`config.mk`:
```
export PLATFORM = sky130hd
export DESIGN_NAME = lcd_menu_sequencer
export DESIGN_NICKNAME = d
export VERILOG_FILES = /design/src/rtl/lcd_menu_sequencer.sv
export SDC_FILE = /design/constraint.sdc
export NUM_CORES = 1
export LEC_CHECK = 0
export BUFFER_PORTS_ARGS = -buffer_cell sky130_fd_sc_hd__buf_2
export CAP_MARGIN = 20
export CELL_PAD_IN_SITES_DETAIL_PLACEMENT = 0
export CELL_PAD_IN_SITES_GLOBAL_PLACEMENT = 2
export CORE_MARGIN = 2
export CORE_UTILIZATION = 30
export DETAILED_ROUTE_END_ITERATION = 16
export GPL_TIMING_DRIVEN = 1
export PLACE_DENSITY_LB_ADDON = 0.1
export SLEW_MARGIN = 15
export SYNTH_ARGS = -nofsm -noshare
export SYNTH_HDL_FRONTEND = slang
export SYNTH_SLANG_ARGS = --single-unit
```
`constraint.sdc`:
```
create_clock -name clk -period 1.9 [get_ports clk]
set_input_delay 0.095 -clock clk [delete_from_list [all_inputs] [get_ports clk]]
set_output_delay 0.095 -clock clk [all_outputs]
set_load 0.05 [all_outputs]
```
`src/rtl/lcd_menu_sequencer.sv`:
```
// Menu navigation front end for the LCD writer: tracks the selected option and
// streams the 9-word "CLEAR, option <digit>" instruction message per selection.
module lcd_menu_sequencer #(
  parameter int N_OPTIONS      = 4,
  parameter bit START_ON_RESET = 1'b1
) (
  input  logic       clk,
  input  logic       reset,
  input  logic       btn_next,
  input  logic       btn_prev,
  output logic [3:0] option_index,
  output logic       instr_valid,
  input  logic       instr_ready,
  output logic [8:0] instr_data,
  output logic       busy,
  output logic       msg_done
);

  localparam logic [3:0] LAST_OPT  = 4'(N_OPTIONS - 1);
  localparam logic [3:0] LAST_WORD = 4'd8;

  typedef enum logic {IDLE, SEND} state_t;

  state_t     state_reg, state_next;
  logic [3:0] word_reg, word_next;
  logic [3:0] option_reg, option_next;
  logic [3:0] msg_idx_reg, msg_idx_next;
  logic       pending_reg, pending_next;
  logic       done_reg, done_next;
  logic       nav_next, nav_prev, accept;

  // Bit 8 selects the LCD data register; the last word carries the ASCII digit.
  function automatic logic [8:0] msg_word(input logic [3:0] w, input logic [3:0] idx);
    logic [8:0] word;
    word = 9'h000;
    case (w)
      4'd0:    word = 9'h001;
      4'd1:    word = 9'h16F;
      4'd2:    word = 9'h170;
      4'd3:    word = 9'h174;
      4'd4:    word = 9'h169;
      4'd5:    word = 9'h16F;
      4'd6:    word = 9'h16E;
      4'd7:    word = 9'h120;
      default: word = {1'b1, 8'h31 + {4'h0, idx}};
    endcase
    return word;
  endfunction

  // Simultaneous next/prev pulses cancel each other out.
  assign nav_next = btn_next & ~btn_prev;
  assign nav_prev = btn_prev & ~btn_next;
  assign accept   = nav_next | nav_prev;

  always_comb begin
    option_next = option_reg;
    if (nav_next) begin
      option_next = (option_reg == LAST_OPT) ? 4'd0 : option_reg + 4'd1;
    end else if (nav_prev) begin
      option_next = (option_reg == 4'd0) ? LAST_OPT : option_reg - 4'd1;
    end
  end

  always_comb begin
    state_next   = state_reg;
    word_next    = word_reg;
    pending_next = pending_reg | accept;
    msg_idx_next = msg_idx_reg;
    done_next    = 1'b0;
    case (state_reg)
      IDLE: begin
        if (pending_reg || accept) begin
          state_next   = SEND;
          word_next    = 4'd0;
          pending_next = 1'b0;
          msg_idx_next = option_next;
        end
      end
      SEND: begin
        if (instr_ready) begin
          if (word_reg == LAST_WORD) begin
            state_next = IDLE;
            done_next  = 1'b1;
          end else begin
            word_next = word_reg + 4'd1;
          end
        end
      end
      default: state_next = IDLE;
    endcase
  end

  always_ff @(posedge clk) begin
    if (reset) begin
      state_reg   <= IDLE;
      word_reg    <= 4'd0;
      option_reg  <= 4'd0;
      msg_idx_reg <= 4'd0;
      pending_reg <= START_ON_RESET;
      done_reg    <= 1'b0;
    end else begin
      state_reg   <= state_next;
      word_reg    <= word_next;
      option_reg  <= option_next;
      msg_idx_reg <= msg_idx_next;
      pending_reg <= pending_next;
      done_reg    <= done_next;
    end
  end

  assign option_index = option_reg;
  assign instr_valid  = (state_reg == SEND);
  assign busy         = (state_reg == SEND);
  assign instr_data   = (state_reg == SEND) ? msg_word(word_reg, msg_idx_reg) : 9'h000;
  assign msg_done     = done_reg;

endmodule

```
### Word-level counts from Yosys, hierarchy flattened

Index checks and enable logic that the tools add are counted.

* add/subtract/negate cells: 4
* equality and inequality tests: 12
* muxes and demuxes: 17
* bitwise operators: 8
* reduce and logical (&&, ||, !) cells: 7

Operators with widths (count)
* one-hot mux 9 bit (7 select lines): 1
* 2-to-1 mux 4 bit: 7
* equality test 4 x 3 -> 1 bit, second input constant: 4
* equality test 4 x 2 -> 1 bit, second input constant: 3
* 2-to-1 mux 9 bit: 1
* adder 4 x 1 -> 4 bit, second input constant: 2
* logical NOT 4 bit: 2
* one-hot mux 4 bit (2 select lines): 1
* adder 6 x 4 -> 7 bit, first input constant: 1
* 2-to-1 mux 1 bit: 6
* inequality test 2 bit, second input constant: 3
* equality test 4 x 1 -> 1 bit, second input constant: 1
* equality test 4 bit, second input constant: 1
* inverter 1 bit: 4
* subtractor 4 x 1 -> 4 bit, second input constant: 1
* AND reduction 3 bit: 1
* OR reduction 3 bit: 1
* bitwise AND 1 bit: 2
* OR 1 bit: 2
* one-hot mux 1 bit (2 select lines): 1
* AND reduction 2 bit: 1
* OR reduction 2 bit: 1
* logical OR 1 bit: 1

* register bits: 15
* input bits: 5
* output and inout bits: 16
* logic and storage cells: 54

### Longest topological paths before layout

* word-level depth: 6
* gate-level depth with buffers: 7
* mapped depth without buffers: 6

### Least setup slack after synthesis

No wires, ideal clock.

* path kind: flip-flop to output port
* from: register state_reg (netlist: busy)
* to: output instr_data[5]
* data arrival time: 2.418 ns
* required time: 1.805 ns
* slack: -0.613 ns
* stages on the path, launching flop included: 4
* path buffers: 0
* path through: dfxtp_1 > inv_1 > a31oi_1 > o31a_1

* longest elaborated chain between the ends: 1

RTL lines
* from (decl): line 24 `state_t state_reg, state_next;`
* from (signal assigned): line 102 `state_reg <= state_next;`
* 2-to-1 mux 9 bit: line 114 `assign instr_data = (state_reg == SEND) ? msg_word(word_reg, msg_idx_reg) : 9'h000;`
* to (decl): line 14 `output logic [8:0] instr_data,`

No other way between the ends.

### Final worst setup path

* from: register word_reg[0]
* to: output instr_data[0]

* longest elaborated chain between the ends: 4
* elaborated cells between the ends (all ways): 11
* classes of those cells: 7 x eq/ne; 2 x mux; 2 x reduce/logical

RTL lines
* from (decl): line 25 `logic [3:0] word_reg, word_next;`
* from (signal assigned): line 103 `word_reg <= word_next;`
* equality test 4 x 3 -> 1 bit or equality test 4 x 1 -> 1 bit (tied branches): line 36 `case (w)`
* OR reduction 2 bit (no source line)
* one-hot mux 9 bit (7 select lines) *: line 36
* 2-to-1 mux 9 bit *: line 114

Every way passes the cells marked *; elsewhere a longest branch is shown, timed or not.

==> flow_summary_export.csv <==
group,metric,value,unit
sta,rsz0062_at_grt,"true",
layout,drive_above_1_share,35.8,%
power_and_ir_drop,ir_drop,0.000317,V
route,drtPass1Iterations,4,
flow_run,cap_violations,0,
synthesis,ys_warn_count,0,
global_route,grt_pass1_wl,4290,µm
global_route,grt_pass1_vias,935,
clock_tree,cts_made_buffers,3,
floorplanning,die_w,63.3,µm
power_and_ir_drop,leakagePower,0.000591,µW
synthesis,synth_top_area_share,28.5,%
sta,fin_crit_sh,98.2,%
route,drc_errors,0,
critical_path,worst_path_max_delay_cell,"dfxtp_2",
global_route,grt_remaining_overflow,0,
clock_tree,clk_latency,0.27,ns
critical_path,cp_data_arrival_time,1.77,ns
critical_path,timing.critical_path.slowest_cell_delay,0.34,ns
global_route,antenna_found_initial,0,
sta,hold_viol,0,
sta,period_minus_slack,1.87,ns
sta,tightest_slew,0.510,ns
floorplanning,io-pin-count,21,
sta,finalMaxSlewViolations,0,
synthesis,async_flop_share,0,%
placed_design,gp_congestion,0.778,
power_and_ir_drop,powerDensity,605,nW/µm²
synthesis,netlist_area,1050,µm²
synthesis,synth_common_cells,"17 x nor2_1, 15 x dfxtp_1, 14 x a21oi_1, 11 x inv_1, 10 x ha_1",
floorplanning,rows,21,
synthesis,syn_inst,135,
clock_tree,cts_hold_buf,0,
synthesis,synth.avg_cell_area,7.80,µm²
layout,multi_input_area,805,µm²
route,totalWireLength,2530,µm
placed_design,place_inst,197,
synthesis,yosys.cell_types.count,43,
layout,antenna_cells,0,
clock_tree,cts_sinks,15,
synthesis,ys.flop_type,"dfxtp_1",
layout,fillers,360,
floorplanning,die_area,4000,µm²
sta,whs,0.0620,ns
critical_path,endpoint_kind,"primary output",
critical_path,cp-start-kind,"flop",
placed_design,io_buffers,19,
clock_tree,root_buffer,"clkbuf_4",
layout,area_growth,37.4,%
critical_path,crit_type,"reg2out",
floorplanning,start_util,31.3,%
route,antenna_left,0,
synthesis,yosysMostFrequentCell,"nor2_1",
outcome,status,"finished, final reports clean",
critical_path,path_cells,"buf_6, ha_4, nor3_2, buf_4, a21oi_4, o22a_1, nor2_4, buf_8",
synthesis,synth_area_leaders,"dfxtp_1 29%, ha_1 12%, a21oi_1 6.7%",
worst_hold_path,hp-class,"in2reg",
route,num_vias,1010,
synthesis,synth_edf_count,0,
global_route,gr-usage-all-layers,13.2,%
synthesis,ys_seq_elements,15,
sta,setup-violations-final,0,
synthesis,syn-num-nets,150,
synthesis,seq_area_frac_synth,28.5,%
sta,final.setup_skew,0.00475,ns
floorplanning,core_area,3360,µm²
clock_tree,cts_tree,"done",
sta,slew_headroom,65.9,%
synthesis,yosys.area.top_type,"dfxtp_1",
clock_tree,cts.path.max_buffers,2,
layout,final_cells,205,
route,drt-initial-drc-count,50,
layout,register_area,305,µm²
critical_path,path_max_fanout,4,
critical_path,required,1.80,ns
layout,layout.nets,175,
sta,fmax,0.536,GHz
placed_design,dp_hpwl,1910,µm
global_route,grt_start_max_net_pins,17,
clock_tree,cts_max_level,1,
route,via_per_inst,4.93,
clock_tree,path_clk_slew,0.09,ns
floorplanning,die_height,63.3,µm
route,routedWlPerCell,12.3,µm
-- worst max-delay path: cells and delay by family, from the launching register on --
kind / cells / cell delay [ns]
compound gates: 2 / 0.30
fa+ha+maj: 1 / 0.15
buf+inv: 3 / 0.44
flops: 1 / 0.34
simple gates: 2 / 0.26
-- cells by family (layout without fill, tap and decap cells) --
family / Yosys count / count (layout) / share of synthesized area (%)
AND/OR/NAND/NOR: 52 / 52 / 25.4
buffers and inverters: 19 / 43 / 7.84
AO/OA/AOI/OAI: 33 / 33 / 21.9
other: 1 / 1 / 0.356
flip-flops: 15 / 15 / 28.5
XOR/XNOR: 5 / 5 / 4.16
adder cells (fa/ha/maj): 10 / 10 / 11.9
-- worst paths after layout --
check	startpoint	endpoint	slack (ns)	depth (start not counted)
worst min register to register	pending_reg	pending_reg	0.50	2
worst max register to register	option_index[0]	msg_idx_reg[3]	0.28	5
worst min-delay path	instr_ready	msg_done	0.06	3
worst max-delay path	word_reg[0]	instr_data[0]	0.03	8
-- what timing repair did --
action | 4_1_cts | 5_1_grt
pin swaps | 5 | 8
setup endpoints to repair | 7 | 7
resized for setup | 21 | 18
setup buffers | 3 | 1
-- where the power goes --
part / total (µW) / switching (µW) / internal [µW]
combinational: 332 / 211 / 121
clock: 177 / 96.2 / 81.3
sequential: 367 / 30.7 / 336
total: 876 / 338 / 539
-- layer usage --
metal | GRT usage, % | vias up | part of all wire, %
met3 | 1.79 | 2 | 3.5
met5 | 0 | - | 0
met2 | 20.7 | 20 | 44
met1 | 18.9 | 468 | 52
met4 | 3.26 | 0 | 0.47
li1 | - | 520 | -
-- metrics by stage --
stage                     util [%]  setup slack (ns)  area (µm²)  setup TNS [ns]  power (µW)
after global placement        36.8             0.136        1240               0         671
after floorplan                  -            -0.212        1090          -0.690         602
after CTS                     40.2           0.00200        1350               0         869
after global routing          43.0           -0.0785        1450          -0.234         935
final                         43.0            0.0347        1450               0         876
after detailed placement      36.8             0.112        1240               0         671
-- cell usage in the layout (no fill, tap or decap), types with 2 or more instances in the layout --
| master | instances |
|---|---|
| a21oi_4 | 2 |
| nor2_1 | 14 |
| xnor2_1 | 2 |
| xor2_1 | 3 |
| nor4_1 | 2 |
| o21ai_0 | 3 |
| buf_2 | 12 |
| nand3_1 | 9 |
| inv_2 | 2 |
| nor2_2 | 3 |
| nand3b_1 | 3 |
| buf_4 | 7 |
| dfxtp_1 | 13 |
| nand2_1 | 5 |
| o22a_1 | 2 |
| a21oi_2 | 3 |
| nor3_1 | 2 |
| clkbuf_4 | 3 |
| inv_1 | 9 |
| buf_6 | 7 |
| ha_1 | 6 |
| ha_4 | 4 |
| a21oi_1 | 9 |
-- cell type report --
cell class	instances	share of cell area, %
multi-input cells	101	55.6
repair buffers	27	14.3
inverters	12	3.28
flip-flops and latches	15	21.1
clock buffers	4	1.82
well taps	46	3.98
(Power assumes the default switching activity.)
